## config.mk

```make
export PLATFORM = sky130hd
export DESIGN_NAME = pcie_rx_merge
export DESIGN_NICKNAME = d
export VERILOG_FILES = /design/src/rtl/pcie_rx_pkg.sv /design/src/rtl/pcie_rx_fifo.sv /design/src/rtl/pcie_rx_merge.sv
export SDC_FILE = /design/constraint.sdc
export NUM_CORES = 1
export LEC_CHECK = 0
export CAP_MARGIN = 5
export CORE_ASPECT_RATIO = 1.75
export CORE_MARGIN = 3
export CORE_UTILIZATION = 44
export DETAILED_ROUTE_END_ITERATION = 10
export GPL_ROUTABILITY_DRIVEN = 0
export PLACE_DENSITY = 0.7
export SLEW_MARGIN = 20
export SYNTH_ARGS = -nofsm -noshare
export SYNTH_HDL_FRONTEND = slang
export SYNTH_SLANG_ARGS = --single-unit
```

## constraint.sdc

```tcl
create_clock -name clk -period 3.8 [get_ports clk]
set_input_delay 0.38 -clock clk [delete_from_list [all_inputs] [get_ports clk]]
set_output_delay 0.38 -clock clk [all_outputs]
set_load 0.005 [all_outputs]
```

## src/rtl/pcie_rx_pkg.sv

```systemverilog
// Shared definitions for the PCIe receive merge: word layout, buffer depth
// and the merge FSM state encoding.
package pcie_rx_pkg;

  localparam int DATA_W   = 6;
  localparam int DEPTH    = 4;
  localparam int VC_BIT   = 5;
  localparam int DEST_BIT = 4;

  typedef enum logic [1:0] {
    ST_INIT   = 2'd0,
    ST_IDLE   = 2'd1,
    ST_ACTIVE = 2'd2,
    ST_ERROR  = 2'd3
  } state_e;

endpackage

```

## src/rtl/pcie_rx_fifo.sv

```systemverilog
// First-word-fall-through FIFO with occupancy output and synchronous flush.
// The head word reads as zero whenever the FIFO is empty.
module pcie_rx_fifo #(
  parameter int W     = 6,
  parameter int DEPTH = 4,
  parameter int CW    = $clog2(DEPTH + 1)
) (
  input  logic          clk_i,
  input  logic          reset_i,
  input  logic          flush_i,
  input  logic          wr_en_i,
  input  logic [W-1:0]  wr_data_i,
  input  logic          rd_en_i,
  output logic [W-1:0]  rd_data_o,
  output logic          empty_o,
  output logic [CW-1:0] count_o,
  output logic [CW-1:0] count_nxt_o
);

  localparam int AW = (DEPTH > 1) ? $clog2(DEPTH) : 1;

  logic [W-1:0]  mem_q [DEPTH];
  logic [AW-1:0] wr_ptr_q, rd_ptr_q;
  logic [CW-1:0] count_q;
  logic          do_wr, do_rd;

  function automatic logic [AW-1:0] ptr_inc(input logic [AW-1:0] p);
    return (p == AW'(DEPTH - 1)) ? '0 : p + AW'(1);
  endfunction

  assign do_wr = wr_en_i && (count_q < CW'(DEPTH));
  assign do_rd = rd_en_i && (count_q != '0);

  assign count_nxt_o = flush_i ? '0 : count_q + CW'(do_wr) - CW'(do_rd);
  assign count_o     = count_q;
  assign empty_o     = (count_q == '0);
  assign rd_data_o   = empty_o ? '0 : mem_q[rd_ptr_q];

  always_ff @(posedge clk_i) begin
    if (reset_i || flush_i) begin
      wr_ptr_q <= '0;
      rd_ptr_q <= '0;
      count_q  <= '0;
    end else begin
      if (do_wr) wr_ptr_q <= ptr_inc(wr_ptr_q);
      if (do_rd) rd_ptr_q <= ptr_inc(rd_ptr_q);
      count_q <= count_nxt_o;
    end
  end

  // Storage carries no reset; the head is masked to zero while empty.
  always_ff @(posedge clk_i) begin
    if (do_wr) mem_q[wr_ptr_q] <= wr_data_i;
  end

endmodule

```

## src/rtl/pcie_rx_merge.sv

```systemverilog
// Merges the D0/D1 destination FIFOs round-robin into one buffer, checking
// each word's destination bit against the port it arrived on.
//   state     | meaning
//   ST_INIT   | no pops, buffer/counters/pause cleared, thresholds load on init
//   ST_IDLE   | nothing pending; pops allowed, idle_out=1
//   ST_ACTIVE | traffic in flight; pops allowed, active_out=1
//   ST_ERROR  | misrouted word seen; pops stop, buffer drains, exit by reset only
module pcie_rx_merge #(
  parameter int DATA_W          = pcie_rx_pkg::DATA_W,
  parameter int DEPTH           = pcie_rx_pkg::DEPTH,
  parameter int UMBRAL_ALTO_DEF = 3,
  parameter int UMBRAL_BAJO_DEF = 1
) (
  input  logic              clk,
  input  logic              reset,
  input  logic              init,
  input  logic [1:0]        umbral_alto,
  input  logic [1:0]        umbral_bajo,
  input  logic [DATA_W-1:0] in0_data,
  input  logic [DATA_W-1:0] in1_data,
  input  logic              in0_empty,
  input  logic              in1_empty,
  output logic              in0_pop,
  output logic              in1_pop,
  output logic [DATA_W-1:0] out_data,
  output logic              out_empty,
  input  logic              out_pop,
  output logic              pausa_out,
  output logic              active_out,
  output logic              idle_out,
  output logic              error_out,
  output logic [4:0]        cnt0,
  output logic [4:0]        cnt1
);

  import pcie_rx_pkg::*;

  localparam int CW = $clog2(DEPTH + 1);

  state_e            state_q, state_d;
  logic              rr_q;
  logic [1:0]        alto_q, bajo_q;
  logic              pausa_q, pausa_d;
  logic              active_q, idle_q, error_q;
  logic [4:0]        cnt0_q, cnt1_q;

  logic [CW-1:0]     count, count_nxt;
  logic              buf_empty, flush;
  logic              can_pop, cand0, cand1, gnt0, gnt1, gnt_any;
  logic [DATA_W-1:0] pop_word;
  logic              route_ok, misroute, wr_en;

  assign flush   = (state_q == ST_INIT);
  assign can_pop = !reset && (state_q == ST_IDLE || state_q == ST_ACTIVE)
                   && (count < CW'(DEPTH));
  assign cand0   = can_pop && !in0_empty;
  assign cand1   = can_pop && !in1_empty;
  // rr_q=0 favours D0 when both ports contend; a lone candidate always wins.
  assign gnt0    = cand0 && (!cand1 || !rr_q);
  assign gnt1    = cand1 && (!cand0 ||  rr_q);
  assign gnt_any = gnt0 || gnt1;

  assign pop_word = gnt1 ? in1_data : in0_data;
  assign route_ok = gnt1 ? pop_word[DEST_BIT] : !pop_word[DEST_BIT];
  assign misroute = gnt_any && !route_ok;
  assign wr_en    = gnt_any && route_ok;

  assign in0_pop = gnt0;
  assign in1_pop = gnt1;

  pcie_rx_fifo #(
    .W     (DATA_W),
    .DEPTH (DEPTH),
    .CW    (CW)
  ) u_buf (
    .clk_i       (clk),
    .reset_i     (reset),
    .flush_i     (flush),
    .wr_en_i     (wr_en),
    .wr_data_i   (pop_word),
    .rd_en_i     (out_pop),
    .rd_data_o   (out_data),
    .empty_o     (buf_empty),
    .count_o     (count),
    .count_nxt_o (count_nxt)
  );

  always_comb begin
    state_d = state_q;
    unique case (state_q)
      ST_INIT:   if (!init) state_d = ST_IDLE;
      ST_IDLE: begin
        if (misroute)                     state_d = ST_ERROR;
        else if (init)                    state_d = ST_INIT;
        else if (!in0_empty || !in1_empty) state_d = ST_ACTIVE;
      end
      ST_ACTIVE: begin
        if (misroute)   state_d = ST_ERROR;
        else if (init)  state_d = ST_INIT;
        else if (in0_empty && in1_empty && count == '0) state_d = ST_IDLE;
      end
      ST_ERROR:  state_d = ST_ERROR;
      default:   state_d = ST_INIT;
    endcase
  end

  // Set wins over clear if the thresholds are loaded inverted.
  always_comb begin
    pausa_d = pausa_q;
    if (flush)                           pausa_d = 1'b0;
    else if (count_nxt >= CW'(alto_q))   pausa_d = 1'b1;
    else if (count_nxt <= CW'(bajo_q))   pausa_d = 1'b0;
  end

  always_ff @(posedge clk) begin
    if (reset) begin
      state_q  <= ST_INIT;
      rr_q     <= 1'b0;
      alto_q   <= 2'(UMBRAL_ALTO_DEF);
      bajo_q   <= 2'(UMBRAL_BAJO_DEF);
      pausa_q  <= 1'b0;
      active_q <= 1'b0;
      idle_q   <= 1'b0;
      error_q  <= 1'b0;
      cnt0_q   <= '0;
      cnt1_q   <= '0;
    end else begin
      state_q  <= state_d;
      pausa_q  <= pausa_d;
      active_q <= (state_d == ST_ACTIVE);
      idle_q   <= (state_d == ST_IDLE);
      error_q  <= (state_d == ST_ERROR);
      if (flush) begin
        rr_q   <= 1'b0;
        cnt0_q <= '0;
        cnt1_q <= '0;
        if (init) begin
          alto_q <= umbral_alto;
          bajo_q <= umbral_bajo;
        end
      end else begin
        if (gnt_any)       rr_q   <= gnt0;
        if (wr_en && gnt0) cnt0_q <= cnt0_q + 5'd1;
        if (wr_en && gnt1) cnt1_q <= cnt1_q + 5'd1;
      end
    end
  end

  assign out_empty  = buf_empty;
  assign pausa_out  = pausa_q;
  assign active_out = active_q;
  assign idle_out   = idle_q;
  assign error_out  = error_q;
  assign cnt0       = cnt0_q;
  assign cnt1       = cnt1_q;

endmodule
```

== After elaboration in Yosys (flattened, before gate mapping) ==
Memory sizes are Yosys's and may differ from the RTL's. A register that Yosys moved wholly into a read port is not among the register bits.
Cells that the tools add are included.

* Input port bits: 22
* Bits in latches: 0
* Output and inout port bits: 23
* Memories: 1
* Register bits after elaboration: 28
* Memory bits (writable): 24
* Bits in read-only memories: 0

* Magnitude comparators: 3
* Multiplexer cells: 20
* Equality and inequality tests: 8
* Reductions and logical operators: 34
* Div/mod/pow operators: 0
* Bitwise operators: 0
* Add/sub/neg operators: 6
* Multiply operators: 0
* Shifts and indexed selects: 0

{| class="wikitable"
|+ Memory list
! memory !! words !! bits a word !! rd ports !! clocked after memory_dff !! wr ports !! RTL line !! RTL
|-
| u_buf.mem_q || 4 || 6 || 1 || 1 || 1 || pcie_rx_fifo.sv:22 || <nowiki>logic [W-1:0] mem_q [DEPTH];</nowiki>
|}

{| class="wikitable"
|+ Operators with widths
! cell !! count
|-
| two-way mux 2 bit || 11
|-
| logical AND 1 bit || 14
|-
| == test 2 bit (second input constant) || 6
|-
| two-way mux 6 bit || 2
|-
| adder 5 x 1 -> 5 bit (second input constant) || 2
|-
| zero test 1 bit || 8
|-
| case mux 2 bit (4 select lines) || 1
|-
| logical OR 1 bit || 6
|-
| two-way mux 1 bit || 5
|-
| adder 2 x 1 -> 2 bit (second input constant) || 2
|-
| == test 2 x 1 -> 1 bit (second input constant) || 2
|-
| adder 3 x 1 -> 3 bit || 1
|-
| greater-or-equal comparator 3 x 2 -> 1 bit || 1
|-
| less-or-equal comparator 3 x 2 -> 1 bit || 1
|-
| zero test 3 bit || 1
|-
| less-than comparator 3 bit (second input constant) || 1
|-
| two-way mux 3 bit || 1
|-
| nonzero test 3 bit || 1
|-
| subtractor 3 x 1 -> 3 bit || 1
|-
| zero test 2 bit || 1
|-
| AND reduction 2 bit || 1
|-
| nonzero test 2 bit || 1
|-
| OR reduction 2 bit || 1
|}

== Longest topological paths before layout ==
* Word-level depth: 19
* Mapped depth: 15
* Gate-level depth less buffers: 14

== Modules after synthesis ==
From an unflattened synthesis, not the netlist that was laid out.

* Cells, all modules: 229
* Area total of the unflattened synthesis: 2,621.3 sq um

{| class="wikitable"
|+ By module, submodules not included
! module !! cells each !! times used !! area an instance (sq um)
|-
| pcie_rx_fifo || 88 || 1 || 1,396.3
|-
| pcie_rx_merge || 141 || 1 || 1,224.9
|}

== Least setup slack after synthesis ==
Ideal clock, no wire load.

* Path type: register to register
* Start point: register state_q[0]
* End point: register pausa_q (netlist: pausa_out)
* Library setup time: 0.128 ns
* Arrival time: 3.067 ns
* Setup slack: 0.605 ns
* Path buffers: 0
* Cell stages (with the launch flop): 15
* Required time: 3.672 ns
* Path through: dfxtp_1 -> inv_1 -> ha_1 -> or3b_1 -> nor4_4 -> nor2_1 -> inv_1 -> ha_1 -> inv_1 -> fa_1 -> nor2_1 -> ha_1 -> nor2b_1 -> o211ai_1 -> a31oi_1

* Longest elaborated chain between the ends: 18
* Elaborated cells between the ends (all ways): 28

{| class="wikitable"
|+ Ends and longest elaborated chain
! item !! RTL line !! RTL
|-
| start: declaration || pcie_rx_merge.sv:40 || <nowiki>state_e state_q, state_d;</nowiki>
|-
| start signal: assignment || pcie_rx_merge.sv:128 || <nowiki>state_q <= state_d;</nowiki>
|-
| == test 2 x 1 -> 1 bit or == test 2 bit (tied branches) || pcie_rx_merge.sv:54 || <nowiki>assign can_pop = !reset && (state_q == ST_IDLE || state_q == ST_ACTIVE)</nowiki>
|-
| logical OR 1 bit (*) || pcie_rx_merge.sv:54 ||
|-
| logical AND 1 bit (*) || pcie_rx_merge.sv:54 ||
|-
| logical AND 1 bit (*) || pcie_rx_merge.sv:55 || <nowiki>&& (count < CW'(DEPTH));</nowiki>
|-
| logical AND 1 bit || pcie_rx_merge.sv:56 || <nowiki>assign cand0 = can_pop && !in0_empty;</nowiki>
|-
| zero test 1 bit || pcie_rx_merge.sv:60 || <nowiki>assign gnt1 = cand1 && (!cand0 || rr_q);</nowiki>
|-
| logical OR 1 bit || pcie_rx_merge.sv:60 ||
|-
| logical AND 1 bit || pcie_rx_merge.sv:60 ||
|-
| [4 not listed] || -- ||
|-
| logical AND 1 bit (*) || pcie_rx_fifo.sv:31 || <nowiki>assign do_wr = wr_en_i && (count_q < CW'(DEPTH));</nowiki>
|-
| via u_buf.do_wr || pcie_rx_fifo.sv:25 || <nowiki>logic do_wr, do_rd;</nowiki>
|-
| adder 3 x 1 -> 3 bit (*) || pcie_rx_fifo.sv:34 || <nowiki>assign count_nxt_o = flush_i ? '0 : count_q + CW'(do_wr) - CW'(do_rd);</nowiki>
|-
| subtractor 3 x 1 -> 3 bit (*) || pcie_rx_fifo.sv:34 ||
|-
| two-way mux 3 bit (*) || pcie_rx_fifo.sv:34 ||
|-
| via count_nxt[1] || pcie_rx_merge.sv:47 || <nowiki>logic [CW-1:0] count, count_nxt;</nowiki>
|-
| greater-or-equal comparator 3 x 2 -> 1 bit or less-or-equal comparator 3 x 2 -> 1 bit (tied branches) || pcie_rx_merge.sv:111, pcie_rx_merge.sv:112 ||
|-
| two-way mux 1 bit or nonzero test 2 bit (tied branches) || -- ||
|-
| end signal: assignment || pcie_rx_merge.sv:129 || <nowiki>pausa_q <= pausa_d;</nowiki>
|-
| end: declaration || pcie_rx_merge.sv:43 || <nowiki>logic pausa_q, pausa_d;</nowiki>
|}

The timed path passes the listed nets; every way through them passes the cells marked *.
A chain may end at the register's enable or synchronous reset.

== Worst setup path in the final report ==
* Start point: register state_q[1]
* End point: register pausa_q (netlist: pausa_out)

The elaborated chain is that of the path after synthesis.

==> flow_metrics.py <==
metrics = {
    "synthesis": {
        "synth_top_area_cell": "edfxtp_1",
        "synth_area_sq_mm": 0.00262,
        "synth_seq_cells": 54,
        "yosysMostFrequentCell": "dfxtp_1",
        "synth_edf_count": 24,
        "ys_warn_count": 0,
        "synthFlopType": "dfxtp_1",
        "synth_area_leaders": "edfxtp_1 28%, dfxtp_1 23%, ha_1 8.1%, mux4_2 5.2%, inv_1 2.3%",
        "yosysSeqAreaShare": 0.504,
        "synthCells": 226,
        "syn_area_per_cell_sq_um": 11.6,
        "ys_top_cells_by_count": "30 x dfxtp_1, 24 x edfxtp_1, 17 x ha_1",
        "yosysTopAreaCellShare": 0.275,
        "syn_nets": 266,
        "synthDistinctLibCells": 48,
        "async_reset_ff_frac": 0,
    },
    "grt": {
        "grt-ovfl-total": 0,
        "grt_max_degree": 21,
        "track_usage": 0.165,
        "antenna_found_initial": 0,
        "grt_pass1_wl_mm": 8.89,
        "grt_pass1_vias": 1984,
    },
    "timing": {
        "setup_viol": 0,
        "period_share": 0.871,
        "hold_viol": 0,
        "worst_slew_pin_slew_ns": 0.610,
        "fin_hold_ws_ns": 0.473,
        "finalWorstPathRequiredPeriod_ns": 3.31,
        "fmax_mhz": 302,
        "slew_viol_final": 0,
        "slew_headroom": 0.592,
        "fin_tns_setup_ns": 0,
        "clock_skew_ns": 0.00545,
        "rsz0062_at_grt": "no",
    },
    "layout": {
        "fillCellCount": 514,
        "syn_to_final_growth_pct": 24.5,
        "seq_area_sq_mm": 0.00132,
        "n_antenna_cell": 0,
        "stdcell_area_sq_mm": 0.00326,
        "drive_above_1_share": 0.120,
        "multiInputGateArea_sq_mm": 0.00121,
        "fin_nets": 315,
        "final_cells": 352,
    },
    "power_and_ir_drop": {
        "leakage_uw": 0.00123,
        "power_frac_seq": 0.538,
        "powerDensity_mw_per_mm2": 363,
        "p_switching_uw": 312,
        "total_power_uw": 1190,
        "p_comb_frac": 0.175,
        "vdd_drop_max_v": 0.000267,
        "switching_share": 0.263,
        "pwr-share-clk": 0.287,
        "p_int_uw": 874,
    },
    "clocking": {
        "clock_path_buffers": 2,
        "clk_latency_ns": 0.31,
        "cts.clk_slew.worst_paths_ns": 0.09,
        "cts_setup_buffers": 0,
        "cts_root_buffer": "clkbuf_8",
        "cts_hold_buf": 0,
        "post_cts_resized": 0,
        "cts_tree": "yes",
        "clock-sinks": 54,
        "numCtsBuffers": 5,
        "cts.htree.levels": 2,
    },
    "drt": {
        "wl_met2_mm": 2.99,
        "met1Wirelength_mm": 1.88,
        "drt-wirelength-per-cell_um": 14.7,
        "drc": 0,
        "wl_met3_um": 205,
        "ant_nets": 0,
        "highest_layer": "met4",
        "firstDrtPassIters": 4,
        "viasPerCell": 5.29,
        "routed_wl_mm": 5.18,
        "drt_iter0_drc": 29,
        "vias": 1861,
    },
    "critical_path": {
        "cp-end-kind": "flip-flop",
        "startpoint_type": "flip-flop",
        "rr_startpoint": "state_q[1]$_SDFF_PP0_",
        "critical_path.startpoint": "state_q[1]$_SDFF_PP0_",
        "crit_chain": "inv_1, ha_1, or3b_1, nor4_4, nor2_1, inv_1, ha_1, inv_1, fa_1, nor2_1, ha_1, nor2b_1, o211ai_1, a31oi_1",
        "max_stage_delay_ns": 0.46,
        "critical-path-top-delay-family": "adder cells",
        "cp_max_fo": 5,
        "cp.arrival_ns": 3.51,
        "critical-path-slowest-cell": "fa_1",
        "cp.required_ns": 4.00,
        "cp_num_buf_inv": 3,
        "critPathKind": "reg -> reg",
    },
    "die": {
        "start_util": 0.462,
        "dieWidth_um": 64.3,
        "coreArea_sq_mm": 0.00568,
        "io_pins": 45,
        "rows": 36,
        "dieArea_sq_mm": 0.00695,
        "die_h_um": 108,
    },
    "placed_design": {
        "placed_area_sq_mm": 0.00316,
        "post-place-cells": 344,
        "portBuffers": 44,
        "dp_hpwl_mm": 4.14,
    },
    "min_path": {
        "worstHoldStart": "bajo_q[1]$_SDFFE_PP0P_",
        "hp-class": "reg -> reg",
    },
    "run": {
        "maxCapViolations": 0,
    },
    "outcome": {
        "status": "complete, no violations",
    },
}
## layer usage
metal / up-vias / GRT usage
li1: 924 / -
met1: 888 / 0.157
met2: 40 / 0.332
met3: 9 / 0.0322
met4: 0 / 0.0696
met5: - / 0
## worst min-delay path, stage by stage, from the launching register on
cell and delay, ns:
dfxtp_1 0.32, nand2_1 0.05, a21oi_1 0.06
## cell usage in the layout, fill, tap and decap left out, types with 6 or more instances in the layout
master / synthesis / layout
clkdlybuf4s50_1: 0 / 44
dfxtp_1: 30 / 30
edfxtp_1: 24 / 24
ha_1: 17 / 17
inv_1: 16 / 16
nand2_1: 14 / 14
nor2_1: 12 / 12
a21oi_1: 10 / 10
nor2b_1: 7 / 7
mux4_2: 6 / 6
or3_1: 6 / 6
nand4_1: 6 / 6
clkbuf_8: 0 / 6
## registers in the layout (all words and copies together), names as in the netlist, named ones only
name	cells
u_buf.count_o	3
u_buf.mem_q	24
bajo_q	2
rr_q	1
u_buf.wr_ptr_q	2
u_buf.rd_ptr_q	2
active_out	1
error_out	1
idle_out	1
state_q	2
cnt0	5
alto_q	2
cnt1	5
pausa_out	1
## power by group through the flow
stage               Clock [uW]  Combinational [uW]  Sequential [uW]
detailed placement           0                 210              651
global placement             0                 206              650
finish                     341                 208              637
global route               371                 234              640
floorplan                    0                 135              648
CTS                        355                 211              638
## final timing paths
check	to	slack [ns]	cells past startpoint
setup / recovery	pausa_out$_SDFFE_PP0P_	0.49	14
hold / removal	bajo_q[1]$_SDFFE_PP0P_	0.47	2
setup reg to reg	pausa_out$_SDFFE_PP0P_	0.49	14
hold reg to reg	bajo_q[1]$_SDFFE_PP0P_	0.47	2
## per-stage QoR
| step | utilization | setup WS, ns |
|---|---|---|
| 2_1_floorplan | - | 0.605 |
| 3_3_place_gp | 0.557 | 0.468 |
| 3_5_place_dp | 0.557 | 0.384 |
| 4_1_cts | 0.575 | 0.475 |
| 5_1_grt | 0.575 | 0.282 |
| 6_report | 0.575 | 0.491 |
## cell type report
cell class,instances,area share
Sequential cell,54,0.405
Multi-Input combinational cell,149,0.371
Timing Repair Buffer,49,0.147
Tap cell,76,0.0292
Clock buffer,6,0.0253
Inverter,16,0.0184
Clock inverter,2,0.00499
## cells by family after synthesis
| family | after synthesis | synth area share |
|---|---|---|
| and+or+nand+nor | 77 | 0.173 |
| DFF | 54 | 0.504 |
| AOI/OAI and AO/OA | 33 | 0.0907 |
| buffers and inverters | 23 | 0.0344 |
| adders and majority gates | 18 | 0.0888 |
| muxes | 16 | 0.0922 |
| xor gates and xnor gates | 5 | 0.0167 |
(Power assumes the default switching activity.)
